===== config.mk =====
export PLATFORM = sky130hd
export DESIGN_NAME = fsqrt_refine_flat
export DESIGN_NICKNAME = d
export VERILOG_FILES = /design/src/rtl/fsqrt_pkg.sv /design/src/rtl/fsqrt_refine_if.sv /design/src/rtl/fsqrt_step.sv /design/src/rtl/fsqrt_refine.sv /design/src/flat_wrapper.sv
export SDC_FILE = /design/constraint.sdc
export NUM_CORES = 1
export LEC_CHECK = 0
export CELL_PAD_IN_SITES_DETAIL_PLACEMENT = 2
export CELL_PAD_IN_SITES_GLOBAL_PLACEMENT = 2
export CORE_ASPECT_RATIO = 0.9
export CORE_MARGIN = 4
export CORE_UTILIZATION = 40
export CTS_BUF_LIST = sky130_fd_sc_hd__clkbuf_2 sky130_fd_sc_hd__clkbuf_4 sky130_fd_sc_hd__clkbuf_8
export DETAILED_ROUTE_END_ITERATION = 8
export GPL_TIMING_DRIVEN = 1
export MAX_ROUTING_LAYER = met4
export PLACE_DENSITY_LB_ADDON = 0.15
export SKIP_LAST_GASP = 1
export SLEW_MARGIN = 40
export SYNTH_ARGS = -nofsm -noshare
export SYNTH_HDL_FRONTEND = slang
export SYNTH_SLANG_ARGS = --single-unit

===== constraint.sdc =====
create_clock -name clk -period 14.6 [get_ports clk]
set_clock_uncertainty 0.15 [all_clocks]
set_input_delay 3.65 -clock clk [delete_from_list [all_inputs] [get_ports clk]]
set_output_delay 3.65 -clock clk [all_outputs]
set_load 0.005 [all_outputs]

===== src/rtl/fsqrt_pkg.sv =====
// fsqrt_pkg: shared types and constants for the square-root refinement unit.
// Build option: FSQRT_ROUND_EN adds a round-to-nearest ROUND state.
package fsqrt_pkg;

  typedef enum logic [2:0] {IDLE, INIT, CORR, ITER, ROUND, DONE} state_t;

  localparam int MANT_BITS = 23;
  localparam int SEED_BITS = 6;
  localparam int ITER_CNT  = 17;
  localparam int R_W       = 50;
  localparam int Q_W       = 24;
  localparam logic [31:0] QNAN = 32'h7FC00000;

  // Radicand scaled so that the root lands as sqrt*2^23 with the hidden bit at [23].
  // An even biased exponent means an odd unbiased one, so the mantissa is doubled.
  function automatic logic [47:0] radicand(input logic e0, input logic [MANT_BITS-1:0] m);
    return e0 ? {2'b01, m, 23'b0} : {1'b1, m, 24'b0};
  endfunction

endpackage


===== src/rtl/fsqrt_refine_if.sv =====
// fsqrt_refine_if: request/result bundle between seed path, refiner and result mux.
interface fsqrt_refine_if;
  logic [31:0] x;
  logic [31:0] seed;
  logic        ready;
  logic        busy;
  logic [31:0] y;
  logic        valid;

  modport master (output x, seed, ready, input  busy, y, valid);
  modport slave  (input  x, seed, ready, output busy, y, valid);
endinterface


===== src/rtl/fsqrt_step.sv =====
// fsqrt_step: one restoring digit-recurrence trial for root bit k.
module fsqrt_step
  import fsqrt_pkg::*;
(
  input  logic signed [R_W-1:0] r,
  input  logic        [Q_W-1:0] q,
  input  logic        [4:0]     k,
  output logic signed [R_W-1:0] r_next,
  output logic        [Q_W-1:0] q_next
);
  logic signed [R_W-1:0] t;

  // (Q + 2^k)^2 - Q^2 = Q*2^(k+1) + 2^(2k); bits below k of Q are still zero.
  always_comb begin
    t      = ({{(R_W-Q_W){1'b0}}, q} << (k + 5'd1)) + ({{(R_W-1){1'b0}}, 1'b1} << {k, 1'b0});
    r_next = r;
    q_next = q;
    if (r >= t) begin
      r_next = r - t;
      q_next = q | ({{(Q_W-1){1'b0}}, 1'b1} << k);
    end
  end
endmodule


===== src/rtl/fsqrt_refine.sv =====
// fsqrt_refine: completes a 6-bit sqrt seed to a single-precision root,
// one mantissa bit per cycle. Build option: FSQRT_ROUND_EN (round to nearest).
module fsqrt_refine
  import fsqrt_pkg::*;
(
  input  logic          clk,
  input  logic          rst,
  fsqrt_refine_if.slave bus
);
  state_t                state, state_n;
  logic [47:0]           rad_q, rad_n;
  logic [7:0]            sexp_q, sexp_n;
  logic [SEED_BITS-1:0]  smant_q, smant_n;
  logic signed [R_W-1:0] r, r_n, st_r;
  logic [Q_W-1:0]        q, q_n, st_q;
  logic [4:0]            k, k_n;
  logic [31:0]           y_q, y_n;
  logic                  valid_q, valid_n;
  logic [6:0]            q7;
  logic [13:0]           sq;
`ifdef FSQRT_ROUND_EN
  logic [Q_W:0]          q_rnd;
`endif
  logic                  unused_seed;

  assign unused_seed = ^{bus.seed[31], bus.seed[16:0]};
  assign q7          = {1'b1, smant_q};
  assign sq          = q7 * q7;

  fsqrt_step u_step (.r(r), .q(q), .k(k), .r_next(st_r), .q_next(st_q));

  assign bus.y     = y_q;
  assign bus.valid = valid_q;
  assign bus.busy  = (state == INIT) || (state == CORR) || (state == ITER) || (state == ROUND);

  // State register.
  always_ff @(posedge clk) begin
    if (rst) state <= IDLE;
    else     state <= state_n;
  end

  // Datapath and result registers.
  always_ff @(posedge clk) begin
    if (rst) begin
      rad_q   <= '0;
      sexp_q  <= '0;
      smant_q <= '0;
      r       <= '0;
      q       <= '0;
      k       <= '0;
      y_q     <= '0;
      valid_q <= 1'b0;
    end else begin
      rad_q   <= rad_n;
      sexp_q  <= sexp_n;
      smant_q <= smant_n;
      r       <= r_n;
      q       <= q_n;
      k       <= k_n;
      y_q     <= y_n;
      valid_q <= valid_n;
    end
  end

  // Next-state and datapath: specials finish on acceptance, otherwise
  // seed -> correct overestimate -> 17 trials -> (round) -> publish.
  always_comb begin
    state_n = state;
    rad_n   = rad_q;
    sexp_n  = sexp_q;
    smant_n = smant_q;
    r_n     = r;
    q_n     = q;
    k_n     = k;
    y_n     = y_q;
    valid_n = 1'b0;
`ifdef FSQRT_ROUND_EN
    q_rnd   = {1'b0, q};
`endif
    case (state)
      IDLE: if (bus.ready) begin
        if (bus.x[30:23] == 8'd0) begin
          y_n = {bus.x[31], 31'b0};  valid_n = 1'b1; state_n = DONE;
        end else if (bus.x[30:23] == 8'hFF) begin
          y_n = bus.x;               valid_n = 1'b1; state_n = DONE;
        end else if (bus.x[31]) begin
          y_n = QNAN;                valid_n = 1'b1; state_n = DONE;
        end else begin
          rad_n   = radicand(bus.x[23], bus.x[22:0]);
          sexp_n  = bus.seed[30:23];
          smant_n = bus.seed[22:17];
          state_n = INIT;
        end
      end
      INIT: begin
        q_n     = {q7, 17'b0};
        r_n     = $signed({2'b00, rad_q}) - $signed({2'b00, sq, 34'b0});
        state_n = CORR;
      end
      CORR: begin
        if (r[R_W-1]) begin
          // Step the seed down one seed ulp: r += 2*Q*2^17 - 2^34.
          r_n = r + $signed({8'b0, q, 18'b0}) - $signed(50'h4_0000_0000);
          q_n = q - 24'h02_0000;
        end else begin
          k_n     = 5'(ITER_CNT - 1);
          state_n = ITER;
        end
      end
      ITER: begin
        r_n = st_r;
        q_n = st_q;
        k_n = k - 5'd1;
        if (k == 5'd0) begin
`ifdef FSQRT_ROUND_EN
          state_n = ROUND;
`else
          y_n     = {1'b0, sexp_q, st_q[MANT_BITS-1:0]};
          valid_n = 1'b1;
          state_n = DONE;
`endif
        end
      end
`ifdef FSQRT_ROUND_EN
      ROUND: begin
        // r > Q means sqrt exceeds Q + 1/2; exact ties cannot occur.
        q_rnd   = {1'b0, q} + {{Q_W{1'b0}}, (r > $signed({{(R_W-Q_W){1'b0}}, q}))};
        y_n     = q_rnd[Q_W] ? {1'b0, sexp_q + 8'd1, 23'b0}
                             : {1'b0, sexp_q, q_rnd[MANT_BITS-1:0]};
        valid_n = 1'b1;
        state_n = DONE;
      end
`endif
      DONE:    state_n = IDLE;
      default: state_n = IDLE;
    endcase
  end
endmodule

===== src/flat_wrapper.sv =====
// flat-port wrapper written by rule: the top's interface ports become plain ports
module fsqrt_refine_flat import fsqrt_pkg::*;
  (clk, rst, bus_x, bus_seed, bus_ready, bus_busy, bus_y, bus_valid);
  fsqrt_refine_if bus_i ();
  input  logic clk;
  input  logic rst;
  input wire logic [$bits(bus_i.x)-1:0] bus_x;
  input wire logic [$bits(bus_i.seed)-1:0] bus_seed;
  input wire logic [$bits(bus_i.ready)-1:0] bus_ready;
  output wire logic [$bits(bus_i.busy)-1:0] bus_busy;
  output wire logic [$bits(bus_i.y)-1:0] bus_y;
  output wire logic [$bits(bus_i.valid)-1:0] bus_valid;
  assign bus_i.x = bus_x;
  assign bus_i.seed = bus_seed;
  assign bus_i.ready = bus_ready;
  assign bus_busy = bus_i.busy;
  assign bus_y = bus_i.y;
  assign bus_valid = bus_i.valid;
  fsqrt_refine u_core (.clk(clk), .rst(rst), .bus(bus_i));
endmodule

# After elaboration in Yosys (flattened, before gate mapping)
# Index checks and enable logic that the tools add are counted.
dict set report word_totals {
  input_bits 67
  reg_bits 177
  output_inout_bits 34
  elab_cells 83
}
dict set report classes {
  muxes 28
  n_addsub 8
  n_shift 3
  n_bitwise 4
  eq_ne 11
  n_reduce_logical 16
  mul 1
  magnitude_cmp 1
}
# op n
set op_table {}
lappend op_table {{$mux W32} 5}
lappend op_table {{$pmux W50 S3} 1}
lappend op_table {{$mux W50} 2}
lappend op_table {{$pmux W24 S3} 1}
lappend op_table {{$pmux W32 S2} 1}
lappend op_table {{$add A50 B43 Y50} 1}
lappend op_table {{$add A50 B50 Y50} 1}
lappend op_table {{$ge A50 B50 Y1} 1}
lappend op_table {{$shl A1 B6 Y50 const A} 1}
lappend op_table {{$shl A24 B5 Y50} 1}
lappend op_table {{$sub A50 B36 Y50 const B} 1}
lappend op_table {{$sub A50 B50 Y50} 1}
lappend op_table {{$sub A48 B48 Y49} 1}
lappend op_table {{$mux W24} 2}
lappend op_table {{$mux W48} 1}
lappend op_table {{$or A24 B24 Y24} 1}
lappend op_table {{$shl A1 B5 Y24 const A} 1}
lappend op_table {{$sub A24 B18 Y24 const B} 1}
lappend op_table {{$mux W3} 6}
lappend op_table {{$mul A7 B7 Y14} 1}
lappend op_table {{$pmux W3 S4} 1}
lappend op_table {{$pmux W5 S2} 1}
lappend op_table {{$eq A8 B8 Y1 const B} 1}
lappend op_table {{$logic_not A8 Y1} 1}
lappend op_table {{21 further kinds} 37}

# Depth between registers and ports, before layout
dict set report depth {
  depth_word 7
  depth_mapped 40
  mapped_depth_nobuf 33
}

# By module
# Synthesis repeated with hierarchy kept, for this count alone.
dict set report unflattened {
  cells_unflattened 2370
  area_unflattened_um2 17933.4
}
# module n_inst seq_area_each_um2 area_per_inst_um2 cells_each
set modules_own_cells {}
lappend modules_own_cells {fsqrt_refine 1 3083.0 10597.7 1288}
lappend modules_own_cells {fsqrt_step 1 0.0 7335.8 1082}

# Least setup slack after synthesis
# OpenSTA, ideal clock, no wires.
dict set report synth_path {
  path_kind {register to register}
  startpoint {reg u_core.k[0]}
  endpoint {reg u_core.r[10]}
  setup_time_ns 0.059
  path_buffers 9
  arrival_time_ns 8.045
  period_less_slack_ns 8.254
  path_slack_ns 6.346
  path_stages_with_launch 38
  t_required_ns 14.391
  path_cell_list {dfxtp_1 -> buf_6 -> buf_6 -> inv_1 -> clkbuf_1 -> ha_1 -> buf_4 -> buf_2 -> buf_2 -> buf_1 -> mux4_2 -> o21ai_0 -> nor2_1 -> ha_1 -> inv_1 -> o41ai_1 -> o311ai_1 -> nand2_1 -> [2 not listed] -> o31ai_1 -> a21oi_1 -> o21bai_1 -> xnor2_1 -> ha_1 -> clkbuf_1 -> a21oi_1 -> o21ai_0 -> a21bo_2 -> a21o_1 -> a21oi_1 -> o31ai_1 -> a21o_1 -> a2111oi_0 -> nor3b_1 -> a21oi_1 -> buf_2 -> a22o_1}
}
dict set report synth_via {
  elab_chain_len 6
  word_cells_on_any_way 10
  cone_classes {3 x add/sub; 1 x order compare; 1 x eq/ne; 2 x shift; 2 x mux; 1 x reduce/logical}
}
# element line_no
set synth_rtl {}
lappend synth_rtl {{start, declared} fsqrt_refine.sv:16} ;# logic [4:0] k, k_n;
lappend synth_rtl {{start signal, assigned} fsqrt_refine.sv:59} ;# k <= k_n;
lappend synth_rtl {{$add A5 B1 Y5} fsqrt_step.sv:15} ;# t = ({{(R_W-Q_W){1'b0}}, q} << (k + 5'd1)) + ({{(R_W-1){1'b0}}, 1'b1} << {k, 1'b0});
lappend synth_rtl {{$shl A24 B5 Y50} fsqrt_step.sv:15}
lappend synth_rtl {{$add A50 B50 Y50 (*)} fsqrt_step.sv:15}
lappend synth_rtl {{$sub A50 B50 Y50 / $ge A50 B50 Y1 (equally long branches)} {fsqrt_step.sv:19, fsqrt_step.sv:18}}
lappend synth_rtl {{$mux W50 / $ne A2 B2 Y1 (equally long branches)} n/a}
lappend synth_rtl {{$pmux W50 S3 / $reduce_and A3 Y1 (equally long branches)} n/a}
lappend synth_rtl {{end signal, assigned} fsqrt_refine.sv:57} ;# r <= r_n;
lappend synth_rtl {{end, declared} fsqrt_refine.sv:14} ;# logic signed [R_W-1:0] r, r_n, st_r;
# Every way passes the cells marked *; elsewhere a longest branch is shown, timed or not. The select of a mux whose other input is x is not followed.
# A chain may end at the register's enable or synchronous reset.

# Final worst setup path
dict set report layout_path {
  startpoint {reg u_core.k[0]}
  endpoint {reg u_core.r[46]}
}
# The elaborated chain is that of the path after synthesis.

==> out/qor.txt <==
Status = completed
Layout cells sized above 1 = 5.74%
Final wirelength = 77300 um
Num rows = 72
CP peak stage delay = 0.76 ns
Unrepaired setup endpoints after global routing = no
Most frequent cell on the critical path = buf_4
Post-CTS Setup Repair Bufs = 0
Worst VDD drop = 0.0000989 V
WL/cell = 26.7 um
Worst-path clk slew = 0.10 ns
Drt pass-1 iters = 6
WP buf/inv = 5
Cell chosen for the clock root = clkbuf_8
Synth cell types = 88
Final period utilization = 72.1%
Hold slack = 0.317 ns
Hold Vio Cnt, Final = 0
Mean post-synth cell area = 7.51 um2
Commonest non-fill, non-tap cells in the layout = nor2_1, nand2_1, ha_1
Yosys warning total = 0
Crit path DAT = 10.84 ns
Hold buffer count at cts = 0
Vias in the first global route = 19200
FFs w/ async S/R, synth = 0%
I/O Buffers = 82
CP delay by family, top = compound AO/OA/AOI/OAI gates
Placed cell areas = 18800 um2
Core area = 43200 um2
Area Overhead vs Synth = 9.38%
First DRT Iteration DRCs = 1483
Routing usage on met3 = 5.04%
Commonest non-fill, non-tap cell in the layout = nor2_1
Post-place setup slack = 3.85 ns
Final min period = 10.53 ns
Max_cap viols = 0
Mapped Area = 17500 um2
Initial antenna violation count = 2
Post_cts resized = 0
Final instance area = 19200 um2
Final Slew Violations = 0
CTS buffer count = 17
Yosys reg bits = 154
Pleak = 8.03 nW
Pwr dens = 110 nW/um2
Met2 usage = 51.3%
Num ports = 101
Largest net degree at the start of global routing = 91
Routability cong. = 0.965
CP Capture Type = flop
Element type at the critical path start = flop
GRT overflow = 0
Setup CP Type = flop to flop
Final setup violation count = 0
Most used routing layer in global routing = met2
Syn nets = 2602
Post-route ant nets = 0
Worst-path fanout max = 58
Initial core utilization = 40.7%
GRT Total Usage = 33.0%
Number of synthesized flops with an enable pin = 0
Setup TNS Final = 0 ns
Global-route wire length before repair = 118000 um
H-tree depth = 4
Fmax = 0.0950 GHz
Register area share after synthesis = 17.6%
Tightest Pin Transition = 0.867 ns
Full die area = 47300 um2
Clk_lat worst skew = 0.56 ns
Vias = 18700
Hpwl dp = 60800 um
Via/cell ratio = 6.46
Slew margin rel. = 41.8%
Die W = 229 um
Cell count after synthesis = 2337
DR DRC count = 0
TritonCTS Sinks = 154
Slowest library cell on the worst path = or4_1
GR Util met1 = 45.7%
Class of the worst hold path = flop to flop
Top FF cell, synth = dfxtp_1
Setup ws final = 4.07 ns
CTS max path bufs = 2
CP Data Required Time = 14.91 ns
Final net count = 2585
Die Y = 207 um
CTS tree = built
-- path summary, 6_finish.rpt --
kind                                  startpoint                to  slack (ns)  cells after the start
worst min register to register  u_core.sexp_q[1]  u_core.sexp_q[1]        0.32                      2
worst max register to register       u_core.k[0]      u_core.r[46]        4.07                     30
worst min-delay path            u_core.sexp_q[1]  u_core.sexp_q[1]        0.32                      2
worst max-delay path                 u_core.k[0]      u_core.r[46]        4.07                     30
-- sequential cells by signal (all words and copies together), names as in the netlist --
signal and cells:
u_core.r 50, u_core.bus.y 32, u_core.rad_q 25, u_core.q 24, u_core.sexp_q 8, u_core.smant_q 6
u_core.k 5, u_core.state 3, u_core.bus.valid 1
-- worst reg2reg max path: cells and delay by family, from the launching register on --
kind	cells	cell delay (ns)
and+or+nand+nor	8	2.68
adders and majority gates	3	1.36
muxes	1	0.42
DFF	1	0.33
buffers and inverters	5	2.00
AOI/OAI and AO/OA	13	3.53
-- through the flow --
step | utilization, % | power (mW) | std cells
finish | 44.5 | 2.11 | 2890
floorplan | - | 1.33 | 2337
global placement | 43.4 | 1.66 | 2855
detailed placement | 43.5 | 1.72 | 2856
global route | 44.5 | 2.24 | 2889
CTS | 44.4 | 2.09 | 2888
-- synth_stat cells (15+ instances only) --
| master | number | area share, % |
|---|---|---|
| nand3b_1 | 15 | 0.64 |
| o22ai_1 | 21 | 0.75 |
| nor2_1 | 238 | 5.1 |
| ha_1 | 181 | 13 |
| a21o_1 | 60 | 2.6 |
| xnor2_1 | 94 | 4.7 |
| nand4_1 | 32 | 1.1 |
| a21oi_1 | 180 | 5.1 |
| nor2b_1 | 20 | 0.71 |
| mux2i_1 | 62 | 3.5 |
| nand2_1 | 213 | 4.6 |
| a31oi_1 | 30 | 1.1 |
| a22oi_1 | 21 | 0.90 |
| and2_1 | 40 | 1.4 |
| dfxtp_1 | 154 | 18 |
| fa_1 | 17 | 1.9 |
| xor2_1 | 41 | 2.0 |
| and3_1 | 24 | 0.86 |
| a211oi_1 | 65 | 2.8 |
| inv_1 | 126 | 2.7 |
| o21ai_0 | 109 | 3.1 |
| nand2b_1 | 30 | 1.1 |
| a22o_1 | 20 | 1.0 |
| buf_2 | 15 | 0.43 |
| nor4_1 | 21 | 0.75 |
| o21a_1 | 15 | 0.64 |
| nor3_1 | 52 | 1.5 |
| mux4_2 | 15 | 1.9 |
| o31ai_1 | 24 | 1.0 |
| clkbuf_1 | 113 | 2.4 |
| nand3_1 | 44 | 1.3 |
| o21bai_1 | 23 | 0.98 |
-- power breakdown --
| group | internal (mW) | switching (mW) | total, mW |
|---|---|---|---|
| clock network | 0.147 | 0.211 | 0.357 |
| registers | 0.452 | 0.0500 | 0.502 |
| logic | 0.466 | 0.788 | 1.25 |
| total | 1.07 | 1.05 | 2.11 |
-- cell type report --
type	instances	area (um2)
fill	5058	24000
antenna	2	5.00
multi-input combinational	1911	13500
inverter	126	473
tap	555	694
timing repair buffer	110	1030
clock inverter	14	158
clock buffer	18	248
sequential	154	3090
-- cells by family (layout without fill, tap and decap cells) --
| family | Yosys count | count (layout) | share of synthesized area, % |
|---|---|---|---|
| simple gates | 782 | 782 | 21.2 |
| compound gates | 708 | 708 | 27.3 |
| buf+inv | 272 | 268 | 6.05 |
| fa+ha+maj | 198 | 198 | 14.8 |
| flops | 154 | 154 | 17.6 |
| xor+xnor | 137 | 137 | 6.92 |
| mux | 86 | 86 | 6.04 |
| other cells | 0 | 2 | 0 |
-- per-layer routing --
layer,up-vias,part of all wire (%)
met3,99,6.9
met1,9448,47
met2,607,44
li1,8513,-
met5,-,0
met4,0,1.7
Note: power is estimated with default switching activity, not from simulation.
